### config.mk
export PLATFORM = sky130hd
export DESIGN_NAME = subtractor_serial
export DESIGN_NICKNAME = d
export VERILOG_FILES = /design/src/rtl/subtractor_serial.sv
export SDC_FILE = /design/constraint.sdc
export NUM_CORES = 1
export LEC_CHECK = 0
export CAP_MARGIN = 25
export CORE_MARGIN = 1.5
export CORE_UTILIZATION = 53
export DETAILED_ROUTE_END_ITERATION = 10
export PLACE_DENSITY = 0.85
export SLEW_MARGIN = 10
export SYNTH_ARGS = -nofsm -noshare
export SYNTH_HDL_FRONTEND = slang
export SYNTH_SLANG_ARGS = --single-unit
### constraint.sdc
create_clock -name Clk -period 2.1 [get_ports Clk]
set_input_delay 0.315 -clock Clk [delete_from_list [all_inputs] [get_ports Clk]]
set_output_delay 0.315 -clock Clk [all_outputs]
set_load 0.02 [all_outputs]
### src/rtl/subtractor_serial.sv
// subtractor_serial: bit-serial A - B, LSB first, start/busy/done handshake.
// Rev 1.0
`default_nettype none

module subtractor_serial #(
   parameter int WIDTH = 4
) (
   input  logic             Clk,
   input  logic             Rst_n,
   input  logic             Start,
   input  logic [WIDTH-1:0] A,
   input  logic [WIDTH-1:0] B,
   output logic [WIDTH-1:0] Diff_reg,
   output logic             Borrow_reg,
   output logic             Busy,
   output logic             Done
);

   localparam int CW = $clog2(WIDTH + 1);
   localparam logic [CW-1:0] LAST_CNT = CW'(WIDTH - 1);

   typedef enum logic {
      IDLE  = 1'b0,
      SHIFT = 1'b1
   } state_t;

   state_t           state;
   state_t           state_next;
   logic [WIDTH-1:0] a_sh;
   logic [WIDTH-1:0] b_sh;
   logic [WIDTH-1:0] d_sh;
   logic             bin;
   logic [CW-1:0]    cnt;

   logic             bit_a;
   logic             bit_b;
   logic             bit_d;
   logic             bout;
   logic             last;
   logic [WIDTH-1:0] d_next;

   always_comb begin
      bit_a      = a_sh[0];
      bit_b      = b_sh[0];
      bit_d      = bit_a ^ bit_b ^ bin;
      bout       = (~bit_a & bit_b) | (~(bit_a ^ bit_b) & bin);
      d_next     = {bit_d, d_sh[WIDTH-1:1]};
      last       = (state == SHIFT) && (cnt == LAST_CNT);
      state_next = state;
      case (state)
         IDLE:    if (Start) state_next = SHIFT;
         SHIFT:   if (last)  state_next = IDLE;
         default: state_next = IDLE;
      endcase
   end

   // Busy is a decode of the state flop, so it is glitch-free and registered.
   assign Busy = (state == SHIFT);

   always_ff @(posedge Clk or negedge Rst_n) begin
      if (!Rst_n) begin
         state      <= IDLE;
         a_sh       <= '0;
         b_sh       <= '0;
         d_sh       <= '0;
         bin        <= 1'b0;
         cnt        <= '0;
         Diff_reg   <= '0;
         Borrow_reg <= 1'b0;
         Done       <= 1'b0;
      end else begin
         state <= state_next;
         Done  <= 1'b0;
         case (state)
            IDLE: begin
               if (Start) begin
                  a_sh <= A;
                  b_sh <= B;
                  bin  <= 1'b0;
                  cnt  <= '0;
               end
            end
            SHIFT: begin
               a_sh <= a_sh >> 1;
               b_sh <= b_sh >> 1;
               d_sh <= d_next;
               bin  <= bout;
               cnt  <= cnt + 1'b1;
               if (last) begin
                  Diff_reg   <= d_next;
                  Borrow_reg <= bout;
                  Done       <= 1'b1;
               end
            end
            default: ;
         endcase
      end
   end

endmodule

`default_nettype wire
Word level (Yosys, flattened, before mapping) --
Cells that the tools add are included.
Storage, ports and cells: flip-flop bits (word level) 23, bits in latches 0, RAM bits 0, bits in read-only memories 0, bits of input ports 11, output and inout bits 7, logic and storage cells 35, memories kept 0
Operators by class: add/subtract/negate cells 1, multiply operators 0, divide/modulo/power cells 0, order comparisons 0, eq/ne operators 2, shift-type cells 0, muxes and demuxes 13, bitwise operators 8, reduce and logical (&&, ||, !) cells 2
Operators with widths (count):
- 4-bit case mux with 2 select lines | 2
- 4-bit 2-to-1 mux | 2
- 3-bit case mux with 2 select lines | 1
- 1-bit 2-to-1 mux | 5
- 1-bit case mux with 2 select lines | 2
- 3-bit by 1-bit adder with 3-bit output, second input constant | 1
- 3-bit by 2-bit == test with 1-bit output, second input constant | 1
- 3-bit 2-to-1 mux | 1
- 1-bit inverter | 3
- 1-bit AND | 2
- 2-bit != test, second input constant | 1
- 2-bit AND reduction | 1
- 1-bit bitwise XOR | 2
- 1-bit logical AND | 1
- 1-bit OR | 1

Depth between registers and ports, before layout --
depth in word-level cells 5, depth in mapped cells 4, gate-level depth less buffers 4

Least setup slack after synthesis --
OpenSTA, ideal clock, no wires.
path kind reg2reg, start register cnt[0], end register Diff_reg[0], arrival 1.179 ns, setup slack 0.796 ns, stages on the path, launching flop included 5, buffers on the path 0, clock period less this slack 1.304 ns, cell sequence dfrtp_1 > ha_1 > ha_1 > nand2_4 > mux2_4
Between the ends: cells in the longest elaborated chain, start to end 3
Ends and longest elaborated chain:
- start: declaration | line 33 | logic [CW-1:0] cnt;
- start signal: assignment | line 88 | cnt <= cnt + 1'b1;
- 3-bit by 2-bit == test with 1-bit output | line 48 | last = (state == SHIFT) && (cnt == LAST_CNT);
- 1-bit logical AND | line 48
- 2-bit AND reduction (no line)
- end signal: assignment | line 90 | Diff_reg <= d_next;
- end: declaration | line 13 | output logic [WIDTH-1:0] Diff_reg,
No other way between the ends. A chain may end at the register's enable or synchronous reset.

Worst setup path after layout --
start register state, in the netlist Busy, end output port Busy
RTL lines:
- start: declaration | line 27 | state_t state;
- start signal: assignment | line 72 | state <= state_next;
- end: declaration | line 15 | output logic Busy,
No word-level cell between the ends.

==> results.py <==
metrics = {
    "yosys": {
        "synth-xor-area-share_pct": 0,
        "synth_compound_area_share_pct": 5.50,
        "avgSynthCellArea_um2": 13.0,
        "synthSimpleGateAreaFrac_pct": 6.52,
        "synthDistinctLibCells": 17,
        "ys_seq_area_share_pct": 56.3,
        "ys_warn_count": 0,
        "synthAdderAreaFrac_pct": 4.60,
        "synth_top_family_by_area": "multiplexers",
        "synth_seq_cells": 22,
        "syn_nets": 89,
        "syn_inst": 75,
        "muxShareOfSynthArea_pct": 20.8,
        "synth_area_um2": 978,
    },
    "route": {
        "drtAntennaViolNets": 0,
        "wl_per_cell_um": 11.8,
        "drtPass1Iterations": 4,
        "drtIter0Drc": 6,
        "viasPerCell": 4.89,
        "drt_wl_total_mm": 1.40,
        "num_vias": 582,
        "drc": 0,
    },
    "power_and_ir_drop": {
        "power_density_nw_per_um2": 1340,
        "p_leak_nw": 0.585,
        "power.net_switching_uw": 525,
        "clkPwrFrac_pct": 14.5,
        "switching_share_pct": 32.7,
        "intPower_mw": 1.08,
        "combPwrFrac_pct": 42.3,
        "seq_power_share_pct": 43.3,
        "ir_drop_mv": 0.843,
    },
    "setup_path": {
        "critPathBufInv": 1,
        "critical_path_class": "reg -> out",
        "startpoint_type": "flip-flop",
        "cpPeakStageDelay_ns": 0.60,
        "crit_path_cell_trace": "clkdlybuf4s50_1",
        "worstPathArrival_ns": 1.28,
        "cp.required_ns": 1.78,
        "crit_fanout": 2,
        "endpoint_kind": "primary output",
        "cp_slowest_cell": "clkdlybuf4s50_1",
        "crit_family": "buffers and inverters",
    },
    "timing": {
        "tightest_slew_ns": 0.604,
        "fin_skew_ns": 0.00700,
        "setup_violations": 0,
        "timing.final.crit_share_pct": 75.8,
        "layout_setup_ws_ns": 0.508,
        "hold_viol_final": 0,
        "slew_headroom_pct": 59.6,
        "setup_tns_ns": 0,
        "maxSlewViolCount": 0,
        "rsz0062_at_grt": "false",
        "fmax_mhz": 628,
        "period_minus_slack_ns": 1.59,
    },
    "die": {
        "rows": 15,
        "start_util_pct": 56.7,
        "io_pins": 18,
        "die_y_um": 46.0,
        "core_um2": 1730,
        "die_w_um": 46.0,
        "dieArea_um2": 2110,
    },
    "finish": {
        "final_common_cell": "dfrtp_1",
        "drive_above_1_share_pct": 14.9,
        "nFillCells": 133,
        "final_util_pct": 69.1,
        "n_antenna_cell": 0,
        "multi_input_area_um2": 367,
        "seq_area_um2": 551,
        "syn_to_final_growth_pct": 21.9,
        "layout_common_cells": "22 x dfrtp_1, 17 x clkdlybuf4s50_1, 11 x mux2i_1",
        "nets": 109,
    },
    "cts": {
        "cts_max_level": 1,
        "tritoncts": "yes",
        "cts_setup_buffers": 0,
        "root_buffer": "clkbuf_4",
        "cts_max_path_buffers": 2,
        "hold_buffers": 0,
        "clkSinkCount": 22,
        "numCtsBuffers": 3,
        "cts-resized-gates": 0,
        "clk_pin_slew_worst_paths_ns": 0.12,
        "clk_latency_ns": 0.31,
    },
    "grt": {
        "antenna_found_initial": 0,
        "grt_overflow": 0,
        "use_met3_pct": 4.76,
        "use_met2_pct": 24.7,
        "grt_pass1_vias": 522,
        "busiest_layer": "met2",
        "grt.met1_usage_pct": 18.9,
        "track_usage_pct": 15.7,
        "grt_pass1_wl_mm": 2.27,
        "grt_max_degree": 27,
    },
    "job": {
        "maxCapViolations": 0,
    },
    "hold_path": {
        "min_path_type": "in -> async",
    },
    "place": {
        "gp_congestion": 0.667,
        "port_buffers": 17,
        "dp_slack_ns": 0.446,
        "dp_hpwl_mm": 1.02,
    },
    "run_status": {
        "outcome": "completed",
    },
}
metrics by stage:
| step | instance area, um2 | hold WS (ns) | total power, mW | std cells |
|---|---|---|---|---|
| after detailed placement | 1160 | 0.469 | 1.39 | 115 |
| after global routing | 1190 | 0.326 | 1.72 | 119 |
| final | 1190 | 0.321 | 1.60 | 119 |
| after floorplan | 978 | 0.0194 | 1.18 | 75 |
| after global placement | 1160 | 0.466 | 1.36 | 115 |
| after CTS | 1190 | 0.327 | 1.62 | 119 |
final timing paths:
check	start	to	slack [ns]	depth (start not counted)
max	Busy$_DFF_PN0_	Busy	0.51	1
min	Rst_n	cnt[0]$_DFFE_PN0P_	0.32	2
max reg2reg	cnt[0]$_DFFE_PN0P_	Diff_reg[0]$_DFFE_PN0P_	0.70	4
min reg2reg	b_sh[2]$_DFFE_PN0P_	b_sh[1]$_DFFE_PN0P_	0.49	2
max in group asynchronous	Rst_n	Diff_reg[1]$_DFFE_PN0P_	1.56	2
min in group Clk	b_sh[2]$_DFFE_PN0P_	b_sh[1]$_DFFE_PN0P_	0.49	2
power by group through the flow:
stage / clock, mW / combinational, mW / sequential, mW
finish: 0.232 / 0.678 / 0.694
global route: 0.257 / 0.753 / 0.712
CTS: 0.238 / 0.686 / 0.697
detailed placement: 0 / 0.685 / 0.706
global placement: 0 / 0.664 / 0.696
floorplan: 0 / 0.424 / 0.760
synth_stat cells, drive strengths merged:
cell,instances,area share (%)
o21ai,6,3.1
inv,6,2.3
o31ai,2,1.5
fa,1,2.0
buf,4,4.0
nand2,7,3.5
mux2,7,9.6
nand2b,3,1.9
ha,2,2.6
nor2,3,1.2
a22o,1,0.90
dfrtp,22,56
mux2i,11,11
metal layers:
layer	vias up	routed length, um	share of wire [%]
li1	289	-	-
met1	276	652	46
met2	13	654	47
met3	4	64	4.6
met4	0	32	2.3
met5	-	0	0
cell type report:
class | count | area share (%)
clock buffers | 4 | 3.04
inverters | 6 | 1.89
multi-input cells | 43 | 30.7
flip-flops and latches | 22 | 46.2
well taps | 25 | 2.62
repair buffers | 19 | 15.5
logic make-up (layout without fill, tap and decap cells):
group / count (synthesis) / after routing
adders and majority gates: 3 / 3
buffers and inverters: 10 / 29
muxes: 18 / 18
DFF: 22 / 22
and+or+nand+nor: 13 / 13
AOI/OAI and AO/OA: 9 / 9
Power figures use the tool's default switching activity.
